### src/rtl/encoder8_3_stream_if.sv
`default_nettype none
// +--------------------------------------------------------------------+
// | encoder8_3_stream_if : request-vector in / priority-code out bus   |
// | rev 1.0                                                            |
// +--------------------------------------------------------------------+
interface encoder8_3_stream_if;
  logic       en;
  logic       in_valid;
  logic       in_ready;
  logic [7:0] req;
  logic       out_valid;
  logic       out_ready;
  logic [2:0] code;
  logic       last;
  logic [3:0] count;
  logic       zero_err;

  modport slave (
    input  en, in_valid, req, out_ready,
    output in_ready, out_valid, code, last, count, zero_err
  );

  modport master (
    output en, in_valid, req, out_ready,
    input  in_ready, out_valid, code, last, count, zero_err
  );
endinterface
`default_nettype wire

### src/rtl/encoder8_3_stream.sv
`default_nettype none
// +--------------------------------------------------------------------+
// | encoder8_3_stream : streams the set-bit indices of a captured      |
// | 8-bit request vector, lowest index first. rev 1.0                  |
// +--------------------------------------------------------------------+
module encoder8_3_stream (
  input  logic                clk,
  input  logic                rst,
  encoder8_3_stream_if.slave  bus
);

  typedef enum logic [0:0] {
    IDLE = 1'b0,
    EMIT = 1'b1
  } state_t;

  state_t     state, state_nxt;
  logic [7:0] pending, pending_nxt;
  logic [3:0] count_r, count_nxt;
  logic       zero_err_r, zero_err_nxt;

  logic [2:0] low_idx;
  logic       single;
  logic [3:0] req_pop;
  logic       out_valid;
  logic       capture;
  logic       transfer;

  // Scan downward so the lowest set bit is the one left standing.
  always_comb begin
    low_idx = '0;
    for (int i = 7; i >= 0; i--) begin
      if (pending[i]) low_idx = 3'(i);
    end
  end

  assign single = (pending != 8'd0) && ((pending & (pending - 8'd1)) == 8'd0);

  always_comb begin
    req_pop = '0;
    for (int i = 0; i < 8; i++) begin
      req_pop = req_pop + {3'b000, bus.req[i]};
    end
  end

  assign out_valid = (state == EMIT) && bus.en;
  assign capture   = (state == IDLE) && bus.en && bus.in_valid;
  assign transfer  = out_valid && bus.out_ready;

  assign bus.in_ready  = (state == IDLE);
  assign bus.out_valid = out_valid;
  assign bus.code      = low_idx;
  assign bus.last      = single && out_valid;
  assign bus.count     = count_r;
  assign bus.zero_err  = zero_err_r;

  always_ff @(posedge clk) begin
    if (rst) begin
      state      <= IDLE;
      pending    <= '0;
      count_r    <= '0;
      zero_err_r <= 1'b0;
    end else begin
      state      <= state_nxt;
      pending    <= pending_nxt;
      count_r    <= count_nxt;
      zero_err_r <= zero_err_nxt;
    end
  end

  always_comb begin
    state_nxt    = state;
    pending_nxt  = pending;
    count_nxt    = count_r;
    zero_err_nxt = 1'b0;
    case (state)
      IDLE: begin
        if (capture) begin
          if (bus.req != 8'd0) begin
            pending_nxt = bus.req;
            count_nxt   = req_pop;
            state_nxt   = EMIT;
          end else begin
            count_nxt    = 4'd0;
            zero_err_nxt = 1'b1;
          end
        end
      end
      EMIT: begin
        if (transfer) begin
          pending_nxt = pending & ~(8'd1 << low_idx);
          if (single) state_nxt = IDLE;
        end
      end
      default: state_nxt = IDLE;
    endcase
  end

endmodule
`default_nettype wire
### src/flat_wrapper.sv
// flat-port wrapper written by rule: the top's interface ports become plain ports
module encoder8_3_stream_flat 
  (clk, rst, bus_en, bus_in_valid, bus_req, bus_out_ready, bus_in_ready, bus_out_valid, bus_code, bus_last, bus_count, bus_zero_err);
  encoder8_3_stream_if bus_i ();
  input  logic clk;
  input  logic rst;
  input wire logic [$bits(bus_i.en)-1:0] bus_en;
  input wire logic [$bits(bus_i.in_valid)-1:0] bus_in_valid;
  input wire logic [$bits(bus_i.req)-1:0] bus_req;
  input wire logic [$bits(bus_i.out_ready)-1:0] bus_out_ready;
  output wire logic [$bits(bus_i.in_ready)-1:0] bus_in_ready;
  output wire logic [$bits(bus_i.out_valid)-1:0] bus_out_valid;
  output wire logic [$bits(bus_i.code)-1:0] bus_code;
  output wire logic [$bits(bus_i.last)-1:0] bus_last;
  output wire logic [$bits(bus_i.count)-1:0] bus_count;
  output wire logic [$bits(bus_i.zero_err)-1:0] bus_zero_err;
  assign bus_i.en = bus_en;
  assign bus_i.in_valid = bus_in_valid;
  assign bus_i.req = bus_req;
  assign bus_i.out_ready = bus_out_ready;
  assign bus_in_ready = bus_i.in_ready;
  assign bus_out_valid = bus_i.out_valid;
  assign bus_code = bus_i.code;
  assign bus_last = bus_i.last;
  assign bus_count = bus_i.count;
  assign bus_zero_err = bus_i.zero_err;
  encoder8_3_stream u_core (.clk(clk), .rst(rst), .bus(bus_i));
endmodule
### config.mk
export PLATFORM = sky130hd
export DESIGN_NAME = encoder8_3_stream_flat
export DESIGN_NICKNAME = d
export VERILOG_FILES = /design/src/rtl/encoder8_3_stream_if.sv /design/src/rtl/encoder8_3_stream.sv /design/src/flat_wrapper.sv
export SDC_FILE = /design/constraint.sdc
export NUM_CORES = 1
export LEC_CHECK = 0
export ABC_AREA = 1
export BUFFER_PORTS_ARGS = -buffer_cell sky130_fd_sc_hd__clkbuf_2
export CAP_MARGIN = 15
export CORE_MARGIN = 2
export CORE_UTILIZATION = 31
export CTS_CLUSTER_DIAMETER = 50
export DETAILED_ROUTE_END_ITERATION = 10
export PLACE_DENSITY = 0.57
export SLEW_MARGIN = 5
export SYNTH_ARGS = -nofsm -noshare
export SYNTH_HDL_FRONTEND = slang
export SYNTH_SLANG_ARGS = --single-unit
### constraint.sdc
create_clock -name clk -period 3.1 [get_ports clk]
set_input_delay 0.31 -clock clk [delete_from_list [all_inputs] [get_ports clk]]
set_output_delay 0.31 -clock clk [all_outputs]
set_load 0.005 [all_outputs]
==> summary.txt <==
Global route
  • Vias in the first global route: roughly 860
  • GRT Util Overall: 0.136
  • Maximum number of pins on one net before global-route repair: 15
  • First-pass GRT wire length: 3730 µm
  • Initial antenna violation count: 0
  • Global route total overflow: 0

Layout
  • Share of layout cells above drive strength 1: 0.226
  • Register area: ~280 µm²
  • Antenna cell count: 0
  • Design Area, Final: about 0.0012 mm²
  • Fillers: 326
  • Layout area overhead: 20.3%
  • Nets: 190
  • Multi-input logic area: 602 µm²

Floorplanning
  • IO Count: 24
  • Core area: a little over 0.003 mm²
  • Std cell rows: 20
  • Die Wd: ~60 µm
  • Die height: 60.2 µm
  • Initial Utilization: 0.324
  • Die area: approximately 0.0036 mm²

Power and ir drop
  • Pwr/cell area: approximately 400 mW/mm²
  • Worst VDD drop: between 0.1 and 0.15 mV
  • LEAKAGE: just under 0.6 nW

Clocking
  • Reg clk slew, reported paths: roughly 0.08 ns
  • Clock latency on the worst-skew pair: 0.28 ns
  • CTS Buf Count: 3
  • Clk sinks: 14
  • CTS Buffer Depth: 2
  • Cts repair resizes: 0
  • Buffer count from post-CTS setup fixing: 0
  • Hold buffers post-CTS: 0
  • CTS tree: done
  • H-tree levels: 1
  • Clk root buf: clkbuf_4

Setup path
  • Crit path max fanout: 3
  • Worst setup EP type: flip-flop
  • Critical path type: input pin to flip-flop
  • Crit path DAT: ~2.9 ns
  • Critical path required time: ~3.3 ns
  • Register-to-register setup slack: around 1.6 ns
  • Reg-to-reg critical path startpoint: u_core.state$_SDFF_PP0_
  • Reg2reg end: u_core.pending[7]$_SDFFE_PP0P_
  • Worst Reg-to-Reg Cells: 7
  • Worst setup SP type: input pin

STA
  • Crit share post-route: 0.859
  • Final setup viols: 0
  • Setup TNS Final: 0 ns
  • Tmin final: ~2.7 ns
  • Slew headroom: 0.680
  • Layout Skew: between 0.0015 and 0.002 ns
  • Worst slew pin tran: about 0.48 ns
  • F_max: approximately 380 MHz
  • Fin. max-slew vios: 0
  • Fin. Hold Viols: 0
  • RSZ-0062 raised after global routing: false

Routing
  • 1st-iter DRT viols: just under 50
  • Vias per cell: 4.50
  • Final WL: ~2200 µm
  • Vias: between 900 and 1000
  • Drt pass-1 iters: 4
  • DR WL/cell: 10.4 µm
  • Post-DRT Antenna Nets: 0
  • DRC viols: 0

Logic synthesis
  • Synth Register Bits: 14
  • Post-Syn Area per Cell: between 6 and 7 µm²
  • Post-synth EDFFs: 0
  • Top-count cell post-synth: nand2_1
  • Synth warnings: 0
  • Ys flop type: dfxtp_1
  • Synth area leaders: dfxtp_1 (29%), nand2_1 (12%), a21oi_1 (9.2%)
  • Top cells by count, synth: nand2_1 (31), inv_1 (20), a21oi_1 (18), dfxtp_1 (14), nand3_1 (12)
  • Mapped cell area: 980 µm²
  • Ys async rst share: 0
  • Synthesized Nets: roughly 160
  • Syn Inst Count: approximately 140
  • Synth area leader: dfxtp_1
  • Sequential area share after synthesis: 0.286
  • Synth unique cells: 25
  • Share of the synthesized area in the top cell type: 0.286

Worst hold path
  • Worst Hold Path Cells: 3
  • Hold wc startpoint: bus_req[0]
  • Min-delay worst type: input pin to flip-flop
  • Hold EP: u_core.pending[0]$_SDFFE_PP0P_

Place
  • IO Port Bufs: 23
  • Final Wtd Congestion: around 0.82
  • Dpl hpwl: approximately 1900 µm
  • Placed Area: approximately 0.0011 mm²

Run
  • Max Cap Viol: 0

Outcome
  • Status: complete, no violations
==> metal layers <==
metal	global-route usage	share of wire	vias to the layer above
met5	0	0	-
met4	0.0571	0.019	0
met3	0.0303	0.049	5
met2	0.207	0.44	21
met1	0.185	0.49	420
li1	-	-	509
==> worst max path at each step <==
stage / startpoint / depth (start not counted) / endpoint / slack [ns]
after detailed placement: bus_req[0] / 10 / u_core.bus.count[1]$_SDFFE_PP0P_ / 0.15
after global routing: bus_req[0] / 11 / u_core.bus.count[2]$_SDFFE_PP0P_ / 0.33
after global placement: bus_req[0] / 10 / u_core.bus.count[1]$_SDFFE_PP0P_ / 0.19
final: bus_req[0] / 10 / u_core.bus.count[1]$_SDFFE_PP0P_ / 0.44
after floorplan: bus_req[0] / 9 / u_core.bus.count[1]$_SDFFE_PP0P_ / 0.36
after CTS: bus_req[0] / 10 / u_core.bus.count[1]$_SDFFE_PP0P_ / 0.44
==> metrics by stage <==
| step | utilization | power [mW] | setup slack, ns | hold WS, ns | cells |
|---|---|---|---|---|---|
| 6_report | 0.389 | 0.477 | 0.436 | 0.325 | 212 |
| 5_1_grt | 0.389 | 0.515 | 0.334 | 0.325 | 212 |
| 4_1_cts | 0.389 | 0.485 | 0.439 | 0.311 | 212 |
| 3_5_place_dp | 0.377 | 0.352 | 0.145 | 0.464 | 208 |
| 3_3_place_gp | 0.377 | 0.349 | 0.195 | 0.456 | 208 |
| 2_1_floorplan | - | 0.305 | 0.360 | 0.379 | 143 |
==> area by class of cell <==
type                    instances  share of cell area
inverters                      24              0.0764
flip-flops and latches         14               0.238
multi-input cells             103               0.511
repair buffers                 23              0.0977
clock buffers                   4              0.0308
well taps                      44              0.0467
==> state kept, by name (all words and copies together), names as in the netlist <==
name	count
u_core.state	1
u_core.pending	8
u_core.bus.zero_err	1
u_core.bus.count	4
==> worst max-delay path, cell delays in order <==
cell,delay [ns]
clkbuf_2,0.11
inv_1,0.05
ha_1,0.26
inv_1,0.04
fa_1,0.49
fa_1,0.42
fa_1,0.42
fa_1,0.43
or2_1,0.23
a21oi_1,0.12
==> report_power, final <==
group	switching (mW)	total (mW)	internal, mW
clock network	0.0605	0.132	0.0715
registers	0.0129	0.203	0.191
logic	0.0814	0.142	0.0602
==> cell usage in the layout, fill, tap and decap left out, types with 2 or more instances in the layout <==
cell / netlist / final
a21oi_1: 18 / 18
nand2_1: 31 / 31
nand3_1: 12 / 12
ha_1: 4 / 4
clkbuf_2: 0 / 23
nand2_2: 2 / 2
clkbuf_4: 0 / 3
nor2_1: 10 / 10
inv_1: 20 / 20
o21ai_0: 9 / 9
inv_2: 3 / 3
or2_1: 2 / 2
dfxtp_1: 14 / 14
fa_1: 4 / 4
==> logic make-up (layout without fill, tap and decap cells) <==
| family | after synthesis | after routing | synth area share |
|---|---|---|---|
| buf+inv | 26 | 51 | 0.0996 |
| compound gates | 30 | 30 | 0.171 |
| simple gates | 64 | 64 | 0.301 |
| flops | 14 | 14 | 0.286 |
| fa+ha+maj | 8 | 8 | 0.133 |
| xor+xnor | 1 | 1 | 0.00894 |
No activity file was read; power rests on OpenSTA's default activity.
